### src/rtl/updown_counter.sv
// updown_counter: up/down counter with wrap or saturate boundary handling and a one-cycle ovf pulse.
// Define UPDOWN_COUNTER_PRESCALE_EN to gate steps with a PRESCALE_DIV tick prescaler.
module updown_counter #(
   parameter int WIDTH        = 8,
   parameter int WRAP         = 1,
   parameter int PRESCALE_DIV = 4
) (
   input  logic             clk,
   input  logic             reset,
   input  logic             load,
   input  logic [WIDTH-1:0] data,
   input  logic             en,
   input  logic             up,
   output logic [WIDTH-1:0] count,
   output logic             tc,
   output logic             ovf
);
   if (WIDTH < 2 || WIDTH > 32) begin : g_bad_width
      $error("updown_counter: WIDTH out of range");
   end
   if (PRESCALE_DIV < 2 || PRESCALE_DIV > 256) begin : g_bad_div
      $error("updown_counter: PRESCALE_DIV out of range");
   end
   logic tick;
`ifdef UPDOWN_COUNTER_PRESCALE_EN
   localparam int PW = $clog2(PRESCALE_DIV);
   logic [PW-1:0] pre;
   assign tick = (pre == PW'(PRESCALE_DIV - 1));
   // prescaler only runs on enabled, non-load edges so en=0 freezes the period
   always_ff @(posedge clk or posedge reset)
      if (reset) pre <= '0;
      else if (load) pre <= '0;
      else if (en) pre <= tick ? '0 : pre + PW'(1);
`else
   assign tick = 1'b1;
`endif
   logic [WIDTH-1:0] next_val;
   assign tc       = up ? (count == '1) : (count == '0);
   assign next_val = up ? count + WIDTH'(1) : count - WIDTH'(1);
   // tc doubles as "this step crosses the boundary"
   always_ff @(posedge clk or posedge reset)
      if (reset) begin
         count <= '0;
         ovf   <= 1'b0;
      end else if (load) begin
         count <= data;
         ovf   <= 1'b0;
      end else if (en && tick) begin
         count <= (tc && WRAP == 0) ? count : next_val;
         ovf   <= tc;
      end else begin
         ovf   <= 1'b0;
      end
endmodule

### config.mk
export PLATFORM = sky130hd
export DESIGN_NAME = updown_counter
export DESIGN_NICKNAME = d
export VERILOG_FILES = /design/src/rtl/updown_counter.sv
export SDC_FILE = /design/constraint.sdc
export NUM_CORES = 1
export LEC_CHECK = 0
export BUFFER_PORTS_ARGS = -buffer_cell sky130_fd_sc_hd__buf_2
export CAP_MARGIN = 20
export CORE_MARGIN = 2
export CORE_UTILIZATION = 46
export CTS_BUF_LIST = sky130_fd_sc_hd__clkbuf_8
export DETAILED_ROUTE_END_ITERATION = 12
export PLACE_DENSITY = 0.75
export SYNTH_ARGS = -nofsm -noshare
export SYNTH_HDL_FRONTEND = slang
export SYNTH_SLANG_ARGS = --single-unit
### constraint.sdc
create_clock -name clk -period 3.5 [get_ports clk]
set_input_delay 0.175 -clock clk [delete_from_list [all_inputs] [get_ports clk]]
set_output_delay 0.175 -clock clk [all_outputs]
set_load 0.02 [all_outputs]
==> out/results.ini <==
[clocking]
cts_resized = 0
postCtsHoldBufs = 1
clock_latency_ns = 0.24
htree_levels = 1
cts-root-buf = clkbuf_8
clockBufferDepth = 2
clk_pin_slew_ns = 0.05
cts_tree = yes
postCtsSetupBuffers = 0
cts_sinks = 9
cts_buffers = 3

[setup_path]
startpoint = count[2]
cp-end-kind = register
reg2reg_from = count[2]
path_max_fanout = 5
arrival_ns = 2.24
start_kind = register
crit_type = register to register
worst_ep_required_time_ns = 3.65
r2r_cells = 6

[die]
die_w_um = 44.5
num_rows = 14
die_y_um = 44.5
die_area_um2 = 1980
start_util = 0.496
ios = 23
core-area_um2 = 1520

[outcome]
outcome = finished, final reports clean

[timing]
fin_tns_setup_ns = 0
whs_ns = 0.145
post-route-period-util = 0.600
setup_viol = 0
maxSlewViolCount = 0
rsz0062_at_grt = false
timing.final.hold_violations = 0
finalCriticalPeriod_ns = 2.10
tightestPinTransition_ns = 0.378
fin_skew_ns = 0.00143
fmax_mhz = 476
timing.slew.headroom = 0.748

[global_routing]
grt_pass1_vias = 783
antenna_found_initial = 0
grt.overflow.total = 0
grt_pass1_wl_um = 3330
grt_max_degree = 19
track_usage = 0.228

[placed_design]
gp_congestion = 0.881
dp_hpwl_um = 1340
port_buffers = 22

[synthesis]
synth_area_um2 = 756
synth.distinct_cells = 30
avgSynthCellArea_um2 = 8.40
ys_ff_latch = 9
synth_seq_area_share = 0.298
synth_warnings = 0
synthCells = 90
syn-num-nets = 110

[routing]
drc = 0
drt_pass1_iterations = 5
wl_um = 1900
drtIter0Drc = 20
via_count = 792
avgViaCountPerCell = 6.09
wl_per_cell_um = 14.6
antenna_left = 0

[run]
drv_cap = 0

[layout]
mostFrequentLayoutCell = buf_2
finalNetCount = 135
drive_above_1_share = 0.246
synthToLayoutAreaGrowth_pct = 23.0
fillers = 133
seq_area_um2 = 225
layout_common_cells = buf_2 (22), nand2_1 (10), o21ai_0 (10), dfrtp_1 (9)
diodes = 0
multi_input_area_um2 = 504

[min_path]
min-delay-start = data[7]
min_path_cells = 3
hp-class = primary input to register

[pwr]
p_per_area_nw_per_um2 = 478
p_leak_uw = 0.000457
ir_worst_vdd_v = 0.000319

[cells in the mapped netlist]
cell	number	area, µm²
a211oi_1	3	22.5
o31ai_1	2	15.0
nor2_1	3	11.3
a211o_1	1	8.76
nand3_1	3	15.0
nor4b_1	1	8.76
nor4_1	2	12.5
fa_1	1	20.0
o21ai_0	10	50.1
o21bai_1	2	15.0
a21o_2	1	8.76
mux2i_1	2	20.0
o31a_1	1	8.76
inv_1	4	15.0
o22ai_1	1	6.26
nor3_1	3	15.0
nand2_1	10	37.5
a21o_1	2	15.0
ha_1	6	75.1
dfrtp_1	9	225
and4b_1	1	10.0
and4_4	1	11.3
nand2b_1	3	18.8
xnor2_1	3	26.3
nand4_1	1	6.26
nor2b_1	2	12.5
a21oi_1	6	30.0
clkbuf_1	3	11.3
mux2_2	1	11.3
or3_1	2	12.5
[through the flow]
stage / util / cell area (µm²) / setup WS, ns / total power, µW / std cells
finish: 0.610 / 930 / 1.40 / 445 / 130
global route: 0.610 / 930 / 1.28 / 476 / 130
CTS: 0.610 / 930 / 1.39 / 446 / 130
detailed placement: 0.574 / 875 / 1.33 / 317 / 125
global placement: 0.574 / 875 / 1.38 / 312 / 125
floorplan: - / 756 / 1.44 / 268 / 90
[power breakdown]
| group | switching [µW] | total [µW] | internal, µW |
|---|---|---|---|
| registers | 23.8 | 143 | 119 |
| clock network | 46.7 | 124 | 76.9 |
| logic | 101 | 178 | 77.4 |
[layer usage]
metal,vias up,global-route usage,wire length (µm)
met1,371,0.276,803
met3,7,0.0408,100
met2,33,0.383,946
met5,-,0,0
li1,381,-,-
met4,0,0.115,44
[cell type report]
type / instances / area share
clock inverter: 1 / 0.00404
tap: 16 / 0.0215
clock buffer: 3 / 0.0444
timing repair buffer: 23 / 0.129
inverter: 4 / 0.0162
multi-input combinational: 74 / 0.542
sequential: 9 / 0.242
[registers in the layout, indices dropped and copies added, names as in the netlist]
name   count
count      8
ovf        1
[worst paths after layout]
kind / to / slack (ns)
max: count[7] / 1.40
min: count[7] / 0.14
max reg2reg: count[7] / 1.40
min reg2reg: count[7] / 0.68
max in group asynchronous: count[6] / 2.77
min in group asynchronous: count[0] / 0.46
[logic make-up after synthesis]
logic type	after synthesis	share of synthesized area
AOI/OAI and AO/OA	29	0.238
DFF	9	0.298
adders and majority gates	7	0.126
muxes	3	0.0414
and+or+nand+nor	32	0.227
buffers and inverters	7	0.0348
xor gates and xnor gates	3	0.0348
[worst max-delay path: stages (launching register included)]
cell and delay, ns:
dfrtp_1 0.42, ha_1 0.39, o21ai_0 0.12, or3_1 0.38
and4_4 0.20, o31a_1 0.28, o31ai_1 0.21
Note: power is estimated with default switching activity, not from simulation.
